--- src/rtl/clz_denormalizer.sv ---
// Iterative right-shift undoing a CLZ normalize: 4-bit coarse steps, then 1-bit steps.
// Optional input-consistency flag on out_err when CLZ_DENORM_CHECK_EN is defined.
module clz_denormalizer #(
  parameter int WIDTH = 32,
  parameter int LZ_W  = 6
) (
  input  logic             clk,
  input  logic             reset,
  input  logic             in_valid,
  output logic             in_ready,
  input  logic [WIDTH-1:0] in_norm,
  input  logic [LZ_W-1:0]  in_lz,
  output logic             out_valid,
  input  logic             out_ready,
  output logic [WIDTH-1:0] out_value,
  output logic             out_err
);

  typedef enum logic [1:0] {
    IDLE  = 2'd0,
    SHIFT = 2'd1,
    DONE  = 2'd2
  } state_t;

  localparam logic [LZ_W-1:0] W_LZ  = LZ_W'(WIDTH);
  localparam logic [LZ_W-1:0] STEP4 = LZ_W'(4);
  localparam logic [LZ_W-1:0] STEP1 = LZ_W'(1);

  state_t           state, state_nxt;
  logic [WIDTH-1:0] data, data_nxt;
  logic [LZ_W-1:0]  rem, rem_nxt;
  logic [LZ_W-1:0]  lz_clamp;
  logic             accept;

  assign lz_clamp  = (in_lz > W_LZ) ? W_LZ : in_lz;
  assign in_ready  = (state == IDLE);
  assign out_valid = (state == DONE);
  assign out_value = data;
  assign accept    = in_valid && in_ready;

  always_comb begin
    state_nxt = state;
    data_nxt  = data;
    rem_nxt   = rem;
    unique case (state)
      IDLE: begin
        if (in_valid) begin
          data_nxt  = in_norm;
          rem_nxt   = lz_clamp;
          state_nxt = (lz_clamp == '0) ? DONE : SHIFT;
        end
      end
      SHIFT: begin
        if (rem >= STEP4) begin
          data_nxt = data >> 4;
          rem_nxt  = rem - STEP4;
        end else begin
          data_nxt = data >> 1;
          rem_nxt  = rem - STEP1;
        end
        if (rem_nxt == '0) state_nxt = DONE;
      end
      DONE: begin
        if (out_ready) state_nxt = IDLE;
      end
      default: state_nxt = IDLE;
    endcase
  end

  always_ff @(posedge clk) begin
    if (reset) begin
      state <= IDLE;
      data  <= '0;
      rem   <= '0;
    end else begin
      state <= state_nxt;
      data  <= data_nxt;
      rem   <= rem_nxt;
    end
  end

`ifdef CLZ_DENORM_CHECK_EN
  logic err_q;
  logic chk_err;

  always_comb begin
    chk_err = (in_lz > W_LZ)
           || ((in_lz < W_LZ) && !in_norm[WIDTH-1])
           || ((in_lz == W_LZ) && (in_norm != '0));
  end

  always_ff @(posedge clk) begin
    if (reset) begin
      err_q <= 1'b0;
    end else if (accept) begin
      err_q <= chk_err;
    end
  end

  assign out_err = err_q;
`else
  assign out_err = 1'b0;
`endif

endmodule

--- config.mk ---
export PLATFORM = sky130hd
export DESIGN_NAME = clz_denormalizer
export DESIGN_NICKNAME = d
export VERILOG_FILES = /design/src/rtl/clz_denormalizer.sv
export SDC_FILE = /design/constraint.sdc
export NUM_CORES = 1
export LEC_CHECK = 0
export CAP_MARGIN = 20
export CORE_MARGIN = 5
export CORE_UTILIZATION = 53
export CTS_BUF_LIST = sky130_fd_sc_hd__clkbuf_8
export CTS_CLUSTER_DIAMETER = 40
export CTS_CLUSTER_SIZE = 12
export DETAILED_ROUTE_END_ITERATION = 16
export PLACE_DENSITY = 0.9
export SYNTH_ARGS = -nofsm -noshare
export SYNTH_HDL_FRONTEND = slang
export SYNTH_SLANG_ARGS = --single-unit
export TNS_END_PERCENT = 30
--- constraint.sdc ---
create_clock -name clk -period 3.1 [get_ports clk]
set_input_delay 0.93 -clock clk [delete_from_list [all_inputs] [get_ports clk]]
set_output_delay 0.93 -clock clk [all_outputs]
set_load 0.01 [all_outputs]
## Yosys cells after proc, flatten, opt, wreduce, memory -nomap -nowiden

Index checks and enable logic that the tools add are counted.

- Register bits: 40
- Input port bits: 42
- Output and inout port bits: 35
- Logic and storage cells: 31

- Add/subtract/negate cells: 2
- Order comparisons: 2
- Eq/ne operators: 5
- Mux-type cells: 13
- Reductions and logical operators: 6

Operators by type and width:

| kind | number |
|---|---|
| $pmux 32 s2 | 1 |
| $mux 32 | 1 |
| $mux 31 | 1 |
| $mux 6 | 4 |
| $logic_not 6->1 | 2 |
| $pmux 6 s2 | 1 |
| $mux 2 | 4 |
| $ge 6x3->1 const B | 1 |
| $gt 6x6->1 const B | 1 |
| $pmux 2 s3 | 1 |
| $sub 6x1->6 const B | 1 |
| $sub 6x3->6 const B | 1 |
| $ne 2x2->1 const B | 2 |
| $reduce_and 3->1 | 1 |
| $eq 2x1->1 const B | 1 |
| $eq 2x2->1 const B | 1 |
| $logic_not 2->1 | 1 |
| $ne 2x1->1 const B | 1 |
| $reduce_and 2->1 | 1 |
| $reduce_bool 2->1 | 1 |

## Logic depth before layout (Yosys ltp)

Gate-level depths: netlist of run 1.

- Word-level depth: 6
- Mapped depth: 9
- Depth with buffers taken out: 7

## Worst setup path after synthesis of run 1

OpenSTA, ideal clock, no wires.

- Kind: register -> register
- Start point: register rem[0]
- End point: register data[0], in the netlist out_value[0]
- Setup time: 0.138 ns
- Data arrival time: 1.879 ns
- Required time: 2.962 ns
- Slack: 1.083 ns
- Cell stages (with the launch flop): 10
- Path buffers: 2
- Clock period less this slack: 2.017 ns
- Cells stage by stage: dfxtp_1 inv_1 ha_1 a21o_1 or2_1 buf_6 buf_6 mux2_4 a22oi_2 a211oi_1

- Word-level cells in the longest chain between the ends: 3

Ends and longest elaborated chain:

| item | RTL line | source |
|---|---|---|
| start: declaration | 31 | `logic [LZ_W-1:0] rem, rem_nxt;` |
| start signal: assignment | 78 | `rem <= rem_nxt;` |
| $ge 6x3->1 | 54 | `if (rem >= STEP4) begin` |
| $mux 31 | 54 |  |
| $pmux 32 s2 | 45 | `unique case (state)` |
| end signal: assignment | 77 | `data <= data_nxt;` |
| end: declaration | 30 | `logic [WIDTH-1:0] data, data_nxt;` |

No other way between the ends.
A chain may end at the register's enable or synchronous reset.

## Worst setup path after layout of run 1

- Start point: register state[1]
- End point: output out_valid

- Word-level cells in the longest chain between the ends: 1

Ends and longest elaborated chain:

| item | RTL line | source |
|---|---|---|
| start: declaration | 29 | `state_t state, state_nxt;` |
| start signal: assignment | 76 | `state <= state_nxt;` |
| $eq 2x2->1 | 37 | `assign out_valid = (state == DONE);` |
| end: declaration | 13 | `output logic out_valid,` |

No other way between the ends.

==> metrics.yaml, run 1 <==
clock_tree:
  cts_hold_buf: 0
  insertion_delay_ps: 300
  clockBufferDepth: 2
  cts_sinks: 40
  clkTransAtPathRegs_ps: 80
  clockRootBuffer: "clkbuf_8"
  cts_tree: "yes"
  htreeDepth: 2
  cts_resized: 0
  cts_setup_buffers: 0
  cts_inserted_buffers: 5
hold_path:
  hp-start: "rem[5]"
  hold_class: "reg -> reg"
logic_synthesis:
  synth_area_per_cell_um2: 9.33
  synth_edf_count: 0
  postSynth.asyncResetShare_pct: 0
  syn_area_um2: 2550
  synth.area.top_cells: "dfxtp_1 (31%), mux2_4 (12%), a22oi_2 (9.8%), a211oi_1 (9.1%), nor2_1 (6.0%)"
  synth_fp_nets: 319
  synth_cells: 273
  synth_cell_types: 48
  synth_top_flop_cell: "dfxtp_1"
  synth_top_area_share_pct: 31.4
  yosysWarningCount: 0
  seq_area_frac_synth_pct: 31.4
  synth_top_area_cell: "dfxtp_1"
  ys_ff_latch: 40
final_layout:
  fin_nets: 384
  drive_above_1_share_pct: 19.8
  syn2layout_area_growth_pct: 32.9
  diodes: 0
  stdcell_count: 392
global_route:
  antenna_found_initial: 0
  grt_pass1_vias: 2265
  grt.total_usage_pct: 22.7
  grt_pass1_wl_mm: 11.3
  grt_max_degree: 40
  overflow: 0
power:
  totalPowerFinal_mw: 2.39
  leakage_nw: 1.28
  power_per_cell_area_nw_per_um2: 707
  ir_drop_uv: 423
worst_setup_path:
  criticalPathCategory: "reg -> out"
  arrival_ps: 1790
  cp.required_ps: 2170
  critPathCaptureType: "output port"
  path_max_fanout: 17
  startpoint: "state[1]"
  cp-start-kind: "flop"
  r2r_start: "rem[0]"
  ff2ff_setup_slack_ps: 730
floorplan:
  io-pin-count: 77
  die_width_um: 79.3
  die_y_um: 79.3
  initial_core_util_pct: 54.3
  die_area_um2: 6290
  core-area_um2: 4690
  row_count: 25
sta:
  setup_viol: 0
  grt_setup_unrepaired: "no"
  slew_viol_final: 0
  final.period_utilization_pct: 87.8
  fmax_mhz: 367
  hold_viol: 0
  setup_slack_ps: 377
  finalSetupTns_ps: 0
  period_minus_slack_ps: 2720
  holdWs_ps: 501
  tightest_slew_ps: 630
  slew_headroom_pct: 58.0
  fin_skew_ps: 5.00
route:
  drt_iter0_drc: 177
  via_per_inst: 6.05
  vias: 2373
  postRouteAntennaNets: 0
  drt-pass1-iter-count: 4
  drc: 0
  wl_mm: 7.00
  wl_per_cell_um: 17.8
place:
  placed_cells: 385
  io_buffers: 75
  place.gp.congestion: 0.905
  pre_cts_ws_ps: 521
  dp_hpwl_mm: 5.04
outcome:
  status: "finished clean"
run:
  maxCapViolations: 0
-- cells in the final DEF (no fill, tap or decap), drive strengths merged, types with 3 or more instances in the layout --
cell type | synthesis | layout
clkbuf | 14 | 5
xnor2 | 3 | 3
o21a | 3 | 3
clkdlybuf4s50 | 0 | 75
mux2 | 28 | 28
o21ai | 6 | 6
buf | 12 | 9
nor2 | 42 | 42
dfxtp | 40 | 40
ha | 4 | 4
a21oi | 8 | 8
inv | 6 | 7
nor3 | 8 | 8
nand2 | 5 | 5
a311oi | 3 | 3
a211oi | 31 | 31
a22oi | 28 | 28
-- kinds of logic after synthesis --
| family | after synthesis | share of synthesized area, % |
|---|---|---|
| AOI/OAI and AO/OA | 96 | 31.5 |
| other | 1 | 0.147 |
| xor gates and xnor gates | 3 | 1.03 |
| buffers and inverters | 33 | 6.34 |
| adders and majority gates | 4 | 1.97 |
| DFF | 40 | 31.4 |
| muxes | 29 | 15.7 |
| and+or+nand+nor | 67 | 11.8 |
-- metrics by stage --
stage,cell area (µm²),utilization (%)
global route,3380,72.1
CTS,3380,72.1
global placement,3310,70.5
finish,3380,72.1
floorplan,2550,-
detailed placement,3310,70.5
-- routing by layer --
metal,track usage (%),vias up,share of wire (%)
met3,6.01,12,6.2
met1,30.4,1124,44
met4,7.56,0,1.5
met5,0,-,0
met2,35.3,85,48
li1,-,1152,-
-- final timing paths --
path | to | cells after the start
worst max-delay path | out_valid | 2
worst min-delay path | rem[5] | 2
worst max register to register | state[0] | 7
worst min register to register | rem[5] | 2
-- sequential cells by signal, summed over array words and instances, names as in the netlist --
signal / cells
out_value: 32
state: 2
rem: 6
-- worst max-delay path: stages (launching register included) --
cell and delay [ps]:
dfxtp_1 720, nor2b_1 220, clkdlybuf4s50_1 560
-- power breakdown --
group          internal (mW)  switching, mW  total (mW)  leakage [nW]
clock                  0.150          0.184       0.334        0.0452
sequential             0.621          0.140       0.761         0.332
combinational          0.686          0.613        1.30         0.903
total                   1.46          0.938        2.39          1.28
-- final cells by class --
class                           count  area (µm²)
Timing Repair Buffer               84         818
Clock inverter                      2        8.76
Multi-Input combinational cell    200        1590
Tap cell                           54        67.6
Sequential cell                    40         801
Fill cell                         364        1310
Inverter                            7        26.3
Clock buffer                        5        68.8
-- synth_stat cells, types with 4 or more instances --
library cell,n
nor2_1,41
dfxtp_1,40
a211oi_1,31
a22oi_2,20
mux2_4,20
clkbuf_1,14
a22oi_1,8
mux2_2,8
nor3_1,8
a21oi_1,7
buf_2,6
inv_1,6
o21ai_0,6
nand2_1,5
ha_1,4
No activity file was read; power rests on OpenSTA's default activity.
==> run 2, diff against run 1 <==
--- a/config.mk
+++ b/config.mk
@@ -6,7 +6,7 @@
 export NUM_CORES = 1
 export LEC_CHECK = 0
 export CAP_MARGIN = 20
-export CORE_MARGIN = 5
+export CORE_MARGIN = 2
 export CORE_UTILIZATION = 53
 export CTS_BUF_LIST = sky130_fd_sc_hd__clkbuf_8
 export CTS_CLUSTER_DIAMETER = 40
==> run 2 against run 1 <==
  * Hold slack worse by 0.74 ps
  * First-iteration DRC count is 4.5% higher
  * Critical path depth did not move
  * Sequential power barely moved
  * Critical endpoint unchanged
  * Non-clock buffer count fell by 2
  * Wire length up 0.36%
  * Combinational power is essentially flat
  * Total power is 2.7% higher
  * Utilization up 0.37 points
  * Largest cell class unchanged
  * Register-to-register slack got worse by 100 ps
==> metrics.yaml, run 2 (synthesis gave the netlist of run 1 again) <==
outcome:
  status: "finished clean"
hold_path:
  hp-start: "rem[5]"
  hold_class: "reg -> reg"
sta:
  period_minus_slack_ps: 2670  # -49.4 ps
  fin_skew_ps: 6.67  # +1.67 ps
  tightest_slew_ps: 686  # +56.1 ps
  grt_setup_unrepaired: "no"
  finalSetupTns_ps: 0  # unchanged
  fmax_mhz: 374  # +1.8%
  final.period_utilization_pct: 86.2  # -1.6 points
  slew_headroom_pct: 54.2  # -3.7 points
  hold_viol: 0  # unchanged
  holdWs_ps: 501  # -0.736 ps
  slew_viol_final: 0  # unchanged
  setup_viol: 0  # unchanged
route:
  wl_met1_mm: 2.98  # -3.7%
  postRouteAntennaNets: 0  # unchanged
  wl_per_cell_um: 18.0  # +0.61%
  top_layer: "met4"
  wl_mm: 7.02  # +0.36%
  drc: 0  # unchanged
  via_per_inst: 6.06  # +0.13%
  drt_iter0_drc: 185  # +4.5%
  dr_wl_met3_um: 525  # +21%
  drt-pass1-iter-count: 4  # unchanged
  route.met2.wl_mm: 3.41  # +1.6%
  vias: 2370  # -0.13%
global_route:
  overflow: 0  # unchanged
  grt_pass1_wl_mm: 11.4  # +1.2%
  grt.total_usage_pct: 27.2  # +4.5 points
  grt_max_degree: 60  # +50%
  antenna_found_initial: 0  # unchanged
  grt_pass1_vias: 2328  # +2.8%
clock_tree:
  clockRootBuffer: "clkbuf_8"
  clockBufferDepth: 2  # unchanged
  clkTransAtPathRegs_ps: 80  # about the same
  htreeDepth: 2  # unchanged
  cts_hold_buf: 0  # unchanged
  insertion_delay_ps: 300  # about the same
  cts_setup_buffers: 0  # unchanged
  cts_sinks: 40  # unchanged
  cts_inserted_buffers: 5  # unchanged
  cts_tree: "yes"
  cts_resized: 0  # unchanged
final_layout:
  diodes: 0  # unchanged
  largest_register_ffs: 32  # unchanged
  num-fill-cells: 368  # +1.1%
  layout_common_cells: "clkdlybuf4s50_1 (75), nor2_1 (40), dfxtp_1 (40), a211oi_1 (31)"
  syn2layout_area_growth_pct: 33.6
  mostFrequentLayoutCell: "clkdlybuf4s50_1"
  drive_above_1_share_pct: 19.9  # +0.059 points
  fin_nets: 382  # -0.52%
floorplan:
  die_area_um2: 5370  # -15%
  die_width_um: 73.3  # -7.6%
  initial_core_util_pct: 54.3  # unchanged
  row_count: 25  # unchanged
  core-area_um2: 4690  # unchanged
  io-pin-count: 77  # unchanged
  die_y_um: 73.3  # -7.6%
worst_setup_path:
  cp.required_ps: 2170  # about the same
  startpoint: "state[1]"
  arrival_ps: 1740  # -50 ps
  criticalPathCategory: "reg -> out"
  critPathCaptureType: "output port"
  path_max_fanout: 17  # unchanged
  ff2ff_setup_slack_ps: 630  # -100 ps
  cp-start-kind: "flop"
  r2r_start: "rem[0]"
power:
  p_switching_uw: 967  # +3.1%
  intPower_mw: 1.49  # +2.4%
  power.share.switching_pct: 39.3  # +0.17 points
  pwr-share-clk_pct: 15.3  # +1.3 points
  power_per_cell_area_nw_per_um2: 723  # +2.1%
  seqPwrFrac_pct: 31.1  # -0.7 points
  leakage_nw: 1.27  # -0.52%
  p_comb_share_pct: 53.7  # -0.6 points
  ir_drop_uv: 395  # -6.5%
run:
  maxCapViolations: 0  # unchanged
place:
  io_buffers: 75  # unchanged
  dp_hpwl_mm: 4.76  # -5.6%
  place.gp.congestion: 0.945  # +4.5%
## run 2: cell count changes in the layout (fill, tap and decap cells not counted)
cell and delta:
buf_4 -3, clkinvlp_4 +2, buf_12 +1, clkbuf_8 +1, clkinv_2 -1, inv_1 -1
## run 2: worst max-delay path, stage by stage, from the launching register on
cell	delay [ps]
dfxtp_1	690
nor2b_1	210
clkdlybuf4s50_1	550
## run 2: power groups by stage
| stage | Sequential (mW) | Clock, mW | Combinational, mW |
|---|---|---|---|
| floorplan | 0.756 | 0 | 0.930 |
| global placement | 0.769 | 0 | 1.26 |
| detailed placement | 0.771 | 0 | 1.29 |
| CTS | 0.760 | 0.382 | 1.31 |
| global route | 0.781 | 0.401 | 1.42 |
| finish | 0.764 | 0.376 | 1.32 |
## run 2: layout make-up
cell class	count	area, µm²	share of cell area (%)
clock buffers	6	82.6	2.43
clock inverters	2	15.0	0.441
inverters	7	26.3	0.772
multi-input cells	200	1590	46.9
flip-flops and latches	40	801	23.5
well taps	54	67.6	1.99
repair buffers	82	816	24.0
## run 2: worst paths after layout
kind	depth (start not counted)	to
max	2	out_valid
min	2	rem[5]
max reg2reg	7	state[0]
min reg2reg	2	rem[5]
## run 2: per-layer routing
metal	global-route usage [%]	vias up
met1	35.1	1100
met4	8.08	0
met5	0	-
met2	45.6	115
li1	-	1145
met3	5.62	10
## run 2: through the flow
stage                     cell area (µm²)  utilization (%)  cells  power [mW]  worst slack, ps
after global routing                 3400             72.5    391        2.60              340
after global placement               3300             70.4    383        2.03              590
after floorplan                      2550                -    273        1.69             1080
after detailed placement             3300             70.4    383        2.07              519
final                                3400             72.5    391        2.46              427
after CTS                            3400             72.5    391        2.46              432
